<file path="src/rtl/pwm_capture_if.sv">
// pi1 peripheral bus bundle for the PWM capture block.
// The master drives op/addr/data/sel; the slave returns registered data,
// ready and the size of its address map.
interface pwm_capture_if #(
    parameter int ARCHBITSZ = 32
);
    localparam int ADDRBITSZ = ARCHBITSZ - $clog2(ARCHBITSZ / 8);

    logic [1:0]             pi1_op_i;
    logic [ADDRBITSZ-1:0]   pi1_addr_i;
    logic [ARCHBITSZ-1:0]   pi1_data_i;
    logic [ARCHBITSZ-1:0]   pi1_data_o;
    logic [ARCHBITSZ/8-1:0] pi1_sel_i;
    logic                   pi1_rdy_o;
    logic [ADDRBITSZ-1:0]   pi1_mapsz_o;

    modport master (
        output pi1_op_i, pi1_addr_i, pi1_data_i, pi1_sel_i,
        input  pi1_data_o, pi1_rdy_o, pi1_mapsz_o
    );

    modport slave (
        input  pi1_op_i, pi1_addr_i, pi1_data_i, pi1_sel_i,
        output pi1_data_o, pi1_rdy_o, pi1_mapsz_o
    );
endinterface

</file>
<file path="src/rtl/pwm_capture.sv">
// Multi-channel PWM input capture on the pi1 bus.
// Each channel synchronises its pulse input and latches the period
// (rise to rise) and high time in clk_i cycles. Software selects a
// channel with a command, then reads period (op 10) or high time (op 01),
// each returned as {valid, stall, count}.
module pwm_capture #(
    parameter int CAP_COUNT = 8,
    parameter int CLKFREQ   = 1,
    parameter int ARCHBITSZ = 32
) (
    input  logic                 clk_i,
    input  logic                 rst_i,
    pwm_capture_if.slave         pi1,
    input  logic [CAP_COUNT-1:0] cap_i
);
    localparam int CNTBITSZ  = ARCHBITSZ - 2;
    localparam int ADDRBITSZ = ARCHBITSZ - $clog2(ARCHBITSZ / 8);
    localparam int SELW      = (CAP_COUNT > 1) ? $clog2(CAP_COUNT) : 1;
    // Read views are padded to a power of two so any sel value indexes
    // a defined entry; slots past CAP_COUNT read as zero.
    localparam int NSLOT     = 1 << SELW;
    localparam logic [CNTBITSZ-1:0] CNT_MAX = {CNTBITSZ{1'b1}};

    logic [ARCHBITSZ-1:0] data_o_reg;
    logic [SELW-1:0]      sel_reg;
    logic                 cmd_clear;
    logic [ARCHBITSZ-1:0] rd_period [NSLOT];
    logic [ARCHBITSZ-1:0] rd_high   [NSLOT];
    logic                 unused_bits;

    assign cmd_clear       = (pi1.pi1_op_i == 2'b11) && (pi1.pi1_data_i[1:0] == 2'b01);
    assign pi1.pi1_data_o  = data_o_reg;
    assign pi1.pi1_rdy_o   = 1'b1;
    assign pi1.pi1_mapsz_o = ADDRBITSZ'(1);
    // Address, byte selects and upper command bits carry no meaning here.
    assign unused_bits = ^{pi1.pi1_addr_i, pi1.pi1_sel_i, pi1.pi1_data_i[ARCHBITSZ-1:SELW+2]};

    genvar gi;
    generate
        for (gi = 0; gi < NSLOT; gi++) begin : g_slot
            if (gi < CAP_COUNT) begin : g_ch
                logic [2:0]          sync_reg;   // [1:0] synchroniser, [2] delayed copy
                logic [CNTBITSZ-1:0] r_reg, h_reg, period_reg, high_reg;
                logic                armed_reg, valid_reg, stall_reg;
                logic                s, rise, clr;
                logic [CNTBITSZ-1:0] r_inc, h_inc;

                assign s     = sync_reg[1];
                assign rise  = s & ~sync_reg[2];
                assign clr   = cmd_clear && (sel_reg == SELW'(gi));
                assign r_inc = (r_reg == CNT_MAX) ? CNT_MAX : r_reg + CNTBITSZ'(1);
                assign h_inc = (h_reg == CNT_MAX) ? CNT_MAX : h_reg + CNTBITSZ'(s);

                // Synchronise the input and run the saturating period/high counters.
                always_ff @(posedge clk_i or negedge rst_i) begin
                    if (!rst_i) begin
                        sync_reg   <= '0;
                        r_reg      <= '0;
                        h_reg      <= '0;
                        period_reg <= '0;
                        high_reg   <= '0;
                        armed_reg  <= 1'b0;
                        valid_reg  <= 1'b0;
                        stall_reg  <= 1'b0;
                    end else begin
                        sync_reg <= {sync_reg[1:0], cap_i[gi]};
                        if (clr) begin
                            // Clear wins over a coincident edge so the channel restarts cleanly.
                            r_reg      <= '0;
                            h_reg      <= '0;
                            period_reg <= '0;
                            high_reg   <= '0;
                            armed_reg  <= 1'b0;
                            valid_reg  <= 1'b0;
                            stall_reg  <= 1'b0;
                        end else if (rise) begin
                            period_reg <= r_reg;
                            high_reg   <= h_reg;
                            valid_reg  <= armed_reg & ~stall_reg;
                            armed_reg  <= 1'b1;
                            stall_reg  <= 1'b0;
                            r_reg      <= CNTBITSZ'(1);
                            h_reg      <= CNTBITSZ'(1);
                        end else begin
                            r_reg <= r_inc;
                            h_reg <= h_inc;
                            // Counter saturated while armed: no usable edge is coming.
                            if (armed_reg && (r_inc == CNT_MAX)) begin
                                stall_reg <= 1'b1;
                                valid_reg <= 1'b0;
                            end
                        end
                    end
                end

                assign rd_period[gi] = {valid_reg, stall_reg, period_reg};
                assign rd_high[gi]   = {valid_reg, stall_reg, high_reg};
            end else begin : g_empty
                assign rd_period[gi] = '0;
                assign rd_high[gi]   = '0;
            end
        end
    endgenerate

    // Decode bus ops: command (select/clear), period read, high-time read.
    always_ff @(posedge clk_i or negedge rst_i) begin
        if (!rst_i) begin
            data_o_reg <= '0;
            sel_reg    <= '0;
        end else begin
            case (pi1.pi1_op_i)
                2'b11: begin
                    if (pi1.pi1_data_i[1:0] == 2'b00) begin
                        sel_reg    <= pi1.pi1_data_i[SELW+1:2];
                        data_o_reg <= ARCHBITSZ'(CLKFREQ);
                    end else if (pi1.pi1_data_i[1:0] == 2'b01) begin
                        data_o_reg <= '0;
                    end
                end
                2'b10:   data_o_reg <= rd_period[sel_reg];
                2'b01:   data_o_reg <= rd_high[sel_reg];
                default: ;
            endcase
        end
    end
endmodule

</file>
<file path="src/flat_wrapper.sv">
// flat-port wrapper written by rule: the top's interface ports become plain ports
module pwm_capture_flat 
#(
    parameter int CAP_COUNT = 8,
    parameter int CLKFREQ   = 1,
    parameter int ARCHBITSZ = 32
)
  (clk_i, rst_i, cap_i, pi1_pi1_op_i, pi1_pi1_addr_i, pi1_pi1_data_i, pi1_pi1_sel_i, pi1_pi1_data_o, pi1_pi1_rdy_o, pi1_pi1_mapsz_o);
  pwm_capture_if #(.ARCHBITSZ(ARCHBITSZ)) pi1_i ();
  input  logic clk_i;
  input  logic rst_i;
  input  logic [CAP_COUNT-1:0] cap_i;
  input wire logic [$bits(pi1_i.pi1_op_i)-1:0] pi1_pi1_op_i;
  input wire logic [$bits(pi1_i.pi1_addr_i)-1:0] pi1_pi1_addr_i;
  input wire logic [$bits(pi1_i.pi1_data_i)-1:0] pi1_pi1_data_i;
  input wire logic [$bits(pi1_i.pi1_sel_i)-1:0] pi1_pi1_sel_i;
  output wire logic [$bits(pi1_i.pi1_data_o)-1:0] pi1_pi1_data_o;
  output wire logic [$bits(pi1_i.pi1_rdy_o)-1:0] pi1_pi1_rdy_o;
  output wire logic [$bits(pi1_i.pi1_mapsz_o)-1:0] pi1_pi1_mapsz_o;
  assign pi1_i.pi1_op_i = pi1_pi1_op_i;
  assign pi1_i.pi1_addr_i = pi1_pi1_addr_i;
  assign pi1_i.pi1_data_i = pi1_pi1_data_i;
  assign pi1_i.pi1_sel_i = pi1_pi1_sel_i;
  assign pi1_pi1_data_o = pi1_i.pi1_data_o;
  assign pi1_pi1_rdy_o = pi1_i.pi1_rdy_o;
  assign pi1_pi1_mapsz_o = pi1_i.pi1_mapsz_o;
  pwm_capture #(.CAP_COUNT(CAP_COUNT), .CLKFREQ(CLKFREQ), .ARCHBITSZ(ARCHBITSZ)) u_core (.clk_i(clk_i), .rst_i(rst_i), .pi1(pi1_i), .cap_i(cap_i));
endmodule
</file>
<file path="config.mk">
export PLATFORM = sky130hd
export DESIGN_NAME = pwm_capture_flat
export DESIGN_NICKNAME = d
export VERILOG_FILES = /design/src/rtl/pwm_capture_if.sv /design/src/rtl/pwm_capture.sv /design/src/flat_wrapper.sv
export SDC_FILE = /design/constraint.sdc
export NUM_CORES = 2
export LEC_CHECK = 0
export CORE_ASPECT_RATIO = 0.7
export CORE_UTILIZATION = 62
export CTS_CLUSTER_SIZE = 16
export DETAILED_ROUTE_END_ITERATION = 6
export PLACE_DENSITY = 0.92
export SLEW_MARGIN = 10
export SYNTH_ARGS = -nofsm -noshare
export SYNTH_HDL_FRONTEND = slang
export SYNTH_SLANG_ARGS = --single-unit
</file>
<file path="constraint.sdc">
create_clock -name clk_i -period 3.2 [get_ports clk_i]
set_input_delay 0.64 -clock clk_i [delete_from_list [all_inputs] [get_ports clk_i]]
set_output_delay 0.64 -clock clk_i [all_outputs]
set_load 0.02 [all_outputs]
</file>
# ---- After elaboration in Yosys (flattened, before gate mapping)
# Cells that the tools add are included.
dict set report word_totals {
  reg_bits 1043
  input_bits 78
  output_inout_bits 63
  elab_cells 343
}
dict set report classes {
  addsub 16
  magnitude_cmp 1
  eq_ne 36
  mux 153
  bitwise_logic 33
  n_reduce_logical 38
}
# op count
set ops {}
lappend ops {{$mux 30} 80}
lappend ops {{$eq 30x30->1 const B} 24}
lappend ops {{$add 30x1->30} 8}
lappend ops {{$add 30x1->30 const B} 8}
lappend ops {{$bmux 32 s3} 2}
lappend ops {{$mux 32} 6}
lappend ops {{$pmux 32 s3} 1}
lappend ops {{$mux 1} 64}
lappend ops {{$reduce_bool 3->1} 9}
lappend ops {{$logic_and 1x1->1} 17}
lappend ops {{$and 1x1->1} 16}
lappend ops {{$not 1->1} 16}
lappend ops {{$reduce_bool 2->1} 8}
lappend ops {{$eq 3x3->1 const B} 4}
lappend ops {{$eq 3x2->1 const B} 2}
lappend ops {{$eq 2x1->1 const B} 2}
lappend ops {{$eq 2x2->1 const B} 2}
lappend ops {{$ge 4x4->1 const B} 1}
lappend ops {{$not 3->4} 1}
lappend ops {{$reduce_and 2->1} 2}
lappend ops {{$eq 3x1->1 const B} 1}
lappend ops {{$logic_not 3->1} 1}
lappend ops {{$ne 3x3->1 const B} 1}
lappend ops {{$logic_not 2->1} 1}

# ---- Logic depth before layout (Yosys ltp)
dict set report depth {
  depth_word 7
  mapped_depth 11
  mapped_depth_nobuf 9
}

# ---- Worst setup path before layout
# OpenSTA, ideal clock, no wires.
dict set report synth_path {
  kind {register -> register}
  start {register u_core.g_slot[3].g_ch.r_reg[0]}
  end {register u_core.g_slot[3].g_ch.valid_reg}
  setup_time_ns 0.131
  arrival_time_ns 2.652
  required_time_ns 3.069
  path_slack_ns 0.417
  stages_incl_launch_ff 11
  path_buffers 1
  period_less_slack_ns 2.783
  cell_sequence {dfrtp_1 ha_1 nand2_1 nor3_1 nand3_1 or2_2 clkbuf_1 o2bb2ai_1 or4_1 a41oi_1 o21ai_0}
}
dict set report synth_via {
  elab_chain_cells 5
  elab_cells_between_ends 6
  cone_classes {add/sub: 1; eq/ne: 2; mux: 1; reduce/logical: 2}
}
# element line
set synth_lines {}
lappend synth_lines {{start, declared} pwm_capture.sv:43} ;# logic [CNTBITSZ-1:0] r_reg, h_reg, period_reg, high_reg;
lappend synth_lines {{start signal, assigned} pwm_capture.sv:85} ;# r_reg <= r_inc;
lappend synth_lines {{$add 30x1->30 or $eq 30x30->1 (tied branches)} pwm_capture.sv:51} ;# assign r_inc = (r_reg == CNT_MAX) ? CNT_MAX : r_reg + CNTBITSZ'(1);
lappend synth_lines {{$mux 30 *} pwm_capture.sv:51}
lappend synth_lines {{$eq 30x30->1 *} pwm_capture.sv:88} ;# if (armed_reg && (r_inc == CNT_MAX)) begin
lappend synth_lines {{$logic_and 1x1->1 *} pwm_capture.sv:88}
lappend synth_lines {{$reduce_bool 3->1 (no source line) *} n/a}
lappend synth_lines {{end signal, assigned} pwm_capture.sv:79} ;# valid_reg <= armed_reg & ~stall_reg;
lappend synth_lines {{end, declared} pwm_capture.sv:44} ;# logic armed_reg, valid_reg, stall_reg;
# Every way passes the cells marked *; elsewhere a longest branch is shown, timed or not.
# A chain may end at the register's enable or synchronous reset.

# ---- Worst setup path in the final report
dict set report layout_path {
  start {register u_core.g_slot[1].g_ch.r_reg[0]}
  end {register u_core.g_slot[1].g_ch.valid_reg}
}
dict set report layout_via {
  elab_chain_cells 5
  elab_cells_between_ends 6
  cone_classes {add/sub: 1; eq/ne: 2; mux: 1; reduce/logical: 2}
}
# element line
set layout_lines {}
lappend layout_lines {{start, declared} pwm_capture.sv:43}
lappend layout_lines {{start signal, assigned} pwm_capture.sv:85}
lappend layout_lines {{$add 30x1->30 or $eq 30x30->1 (tied branches)} pwm_capture.sv:51}
lappend layout_lines {{$mux 30 *} pwm_capture.sv:51}
lappend layout_lines {{$eq 30x30->1 *} pwm_capture.sv:88}
lappend layout_lines {{$logic_and 1x1->1 *} pwm_capture.sv:88}
lappend layout_lines {{$reduce_bool 3->1 (no source line) *} n/a}
lappend layout_lines {{end signal, assigned} pwm_capture.sv:79}
lappend layout_lines {{end, declared} pwm_capture.sv:44}
# Marked as above.

==> results by group <==
GRT
  • Largest net degree at the start of global routing: 107
  • GRT Total Usage: 0.392
  • Initial antenna violation count: 11
  • First-pass GRT wire length: 253000 um
  • Vias in the first global route: 41600
  • Congestion Overflow GR: 0

STA
  • Slew @ Worst Pin: 1050 ps
  • Max_slew headroom: 0.301
  • Worst Setup Slack, final: 102 ps
  • Final min period: 3100 ps
  • Final hold violations: 0
  • Final setup fails: 0
  • Fin. max-slew vios: 0
  • Tcrit/Tclk final: 0.968
  • RSZ-0062 raised after global routing: false
  • Fin Setup TNS: 0 ps
  • Fmax achieved: 323 MHz
  • Layout Skew: 43.5 ps

Setup path
  • Worst Setup Path Type: flip-flop to flip-flop
  • Critical path startpoint category: flip-flop
  • CP Capture Type: flip-flop
  • CP Data Required Time: 3770 ps
  • WP data arrival: 3670 ps
  • Flop2flop setup slack: 100 ps
  • Worst-path fanout max: 2

Flow run
  • Number of max-cap violations: 0

Pwr
  • Leakage: 23.8 nW
  • Overall Power: 30.7 mW
  • Worst VDD drop: 0.391 mV
  • PwrDens: 534 nW/um^2

CTS
  • # H-tree levels: 3
  • CTS buffer count: 98
  • CTS tree: built
  • Clock sinks: 1043
  • Root Driver: clkbuf_16
  • Reg clk slew, reported paths: 70 ps
  • Longest Clk Path Bufs: 3
  • Skew-Pair Late Insertion Delay: 710 ps

Routing
  • Final ANT Viol Nets: 0
  • Drt wl/cell: 25.1 um
  • First DRT Iteration DRCs: 7679
  • Routed vias: 45100
  • Drt pass-1 iters: 7
  • DRC viols: 0
  • Final WL: 166000 um
  • Vias per cell: 6.83

Cells and area
  • P&R area growth vs syn: 11.2%
  • Nets: 5539
  • Share of cells above drive strength 1: 0.112

Yosys
  • Synth cell types: 77
  • Top-area cell type share of the netlist area: 0.506
  • EDFF count, synth: 0
  • Synthesis Warnings: 0
  • Synth Cell Area: 51600 um^2
  • Most area-hungry cell type in the Yosys netlist: dfrtp_1
  • Top post-synthesis cells by area: dfrtp_1, a21oi_1, nand2_1
  • Syn Inst Count: 5476
  • Mean area per synthesized cell: 9.43 um^2
  • Commonest cells in the netlist: nand2_1, dfrtp_1, a21oi_1
  • Top_reg_cell synth: dfrtp_1
  • #FFs+latches synth: 1043
  • Fraction of registers with async set/reset: 1.00
  • Sequential area share after synthesis: 0.506
  • Most frequent cell after synthesis: nand2_1

Die
  • Core box area: 82400 um^2
  • Starting density of the core: 0.627
  • Die area: 84500 um^2
  • Num ports: 141
  • Die Width: 347 um
  • # rows: 88
  • Die H: 243 um

Place
  • Pre-CTS WS: 160 ps
  • IO Port Bufs: 48
  • Final HPWL DP: 115000 um
  • GPL Wtd Cong: 1.05

Hold path
  • Worst Hold Class: flip-flop to flip-flop

Outcome
  • Status: completed
-- kinds of logic (layout without fill, tap and decap cells) --
kind of cell / Yosys count / after routing / synth area share
AND/OR/NAND/NOR: 2167 / 2167 / 0.192
AO/OA/AOI/OAI: 1164 / 1164 / 0.121
flip-flops: 1043 / 1043 / 0.506
buffers and inverters: 477 / 484 / 0.0375
XOR/XNOR: 401 / 401 / 0.0680
multiplexers: 195 / 195 / 0.0692
adder cells (fa/ha/maj): 27 / 27 / 0.00654
other: 2 / 41 / 0.000145
-- metal layers --
layer	track usage	vias up	share of wire
li1	-	18900	-
met1	0.567	22000	0.38
met2	0.498	3724	0.39
met3	0.212	462	0.20
met4	0.120	2	0.036
met5	0	-	0.000078
-- worst max-delay path, cell delays in order, from the launching register on --
cell     delay, ps
dfrtp_1        420
ha_1           250
xor2_1         140
inv_1           60
or4_1          510
or4b_1         540
or4_1          470
o41ai_2        230
buf_4          180
a211o_2        130
a21oi_2         50
-- worst paths after layout --
path	startpoint	end	depth (start not counted)
worst max register to register	u_core.g_slot[1].g_ch.r_reg[0]$_DFF_PN0_	u_core.g_slot[1].g_ch.valid_reg$_DFFE_PN0P_	10
worst max-delay path	u_core.g_slot[1].g_ch.r_reg[0]$_DFF_PN0_	u_core.g_slot[1].g_ch.valid_reg$_DFFE_PN0P_	10
max in group asynchronous	rst_i	u_core.g_slot[1].g_ch.period_reg[15]$_DFFE_PN0N_	4
worst min-delay path	u_core.g_slot[0].g_ch.sync_reg[0]$_DFF_PN0_	u_core.g_slot[0].g_ch.sync_reg[1]$_DFF_PN0_	0
min in group asynchronous	rst_i	u_core.g_slot[4].g_ch.r_reg[13]$_DFF_PN0_	2
worst min register to register	u_core.g_slot[0].g_ch.sync_reg[0]$_DFF_PN0_	u_core.g_slot[0].g_ch.sync_reg[1]$_DFF_PN0_	0
-- power breakdown --
part	switching, mW	leakage (nW)	internal (mW)
combinational	2.13	7.88	1.43
clock	5.34	1.63	6.86
sequential	1.09	14.3	13.8
-- timing repair --
action                                 CTS  global route
hold buffers                             1             0
endpoints found under the hold margin   29             0
setup endpoints to repair                0             1
setup buffers                            0             0
gates resized for setup                  0             1
-- through the flow --
step                      cell area [um^2]  instances   util  hold slack (ps)
after global routing                 57400       6592  0.697              357
final                                57400       6602  0.697              344
after floorplan                      51700       5505      -              331
after CTS                            57400       6592  0.697              346
after detailed placement             54000       6413  0.656              336
after global placement               54000       6413  0.656              331
-- cells in the final DEF (no fill, tap or decap), types with 18 or more instances in the layout --
| cell | synthesis | final |
|---|---|---|
| clkinv_2 | 0 | 18 |
| nand4_1 | 135 | 135 |
| inv_1 | 54 | 54 |
| nor3_1 | 63 | 61 |
| clkdlybuf4s50_1 | 0 | 47 |
| and4_1 | 27 | 27 |
| nor4_1 | 41 | 40 |
| a21oi_1 | 942 | 942 |
| conb_1 | 2 | 31 |
| buf_4 | 33 | 166 |
| a31oi_1 | 40 | 40 |
| mux2_2 | 54 | 54 |
| clkbuf_8 | 0 | 26 |
| nand3_1 | 215 | 215 |
| a22oi_1 | 29 | 29 |
| buf_12 | 0 | 37 |
| dfrtp_1 | 1043 | 1040 |
| nand2_1 | 1212 | 1211 |
| xor2_1 | 247 | 247 |
| xnor2_1 | 154 | 154 |
| clkbuf_16 | 0 | 99 |
| nand2b_1 | 31 | 21 |
| nor2_1 | 220 | 214 |
| o21ai_0 | 54 | 54 |
| or4_1 | 19 | 19 |
| ha_1 | 27 | 27 |
| mux4_2 | 124 | 124 |
| and2_1 | 18 | 18 |
| and3_1 | 69 | 69 |
-- final cells by class --
type,count,area [um^2]
clock buffer,142,2900
tap,1080,1350
fill,5520,25000
antenna,10,25.0
sequential,1043,26100
timing repair buffer,252,2480
multi-input combinational,3985,23900
inverter,54,203
clock inverter,36,420
Note: power is estimated with default switching activity, not from simulation.
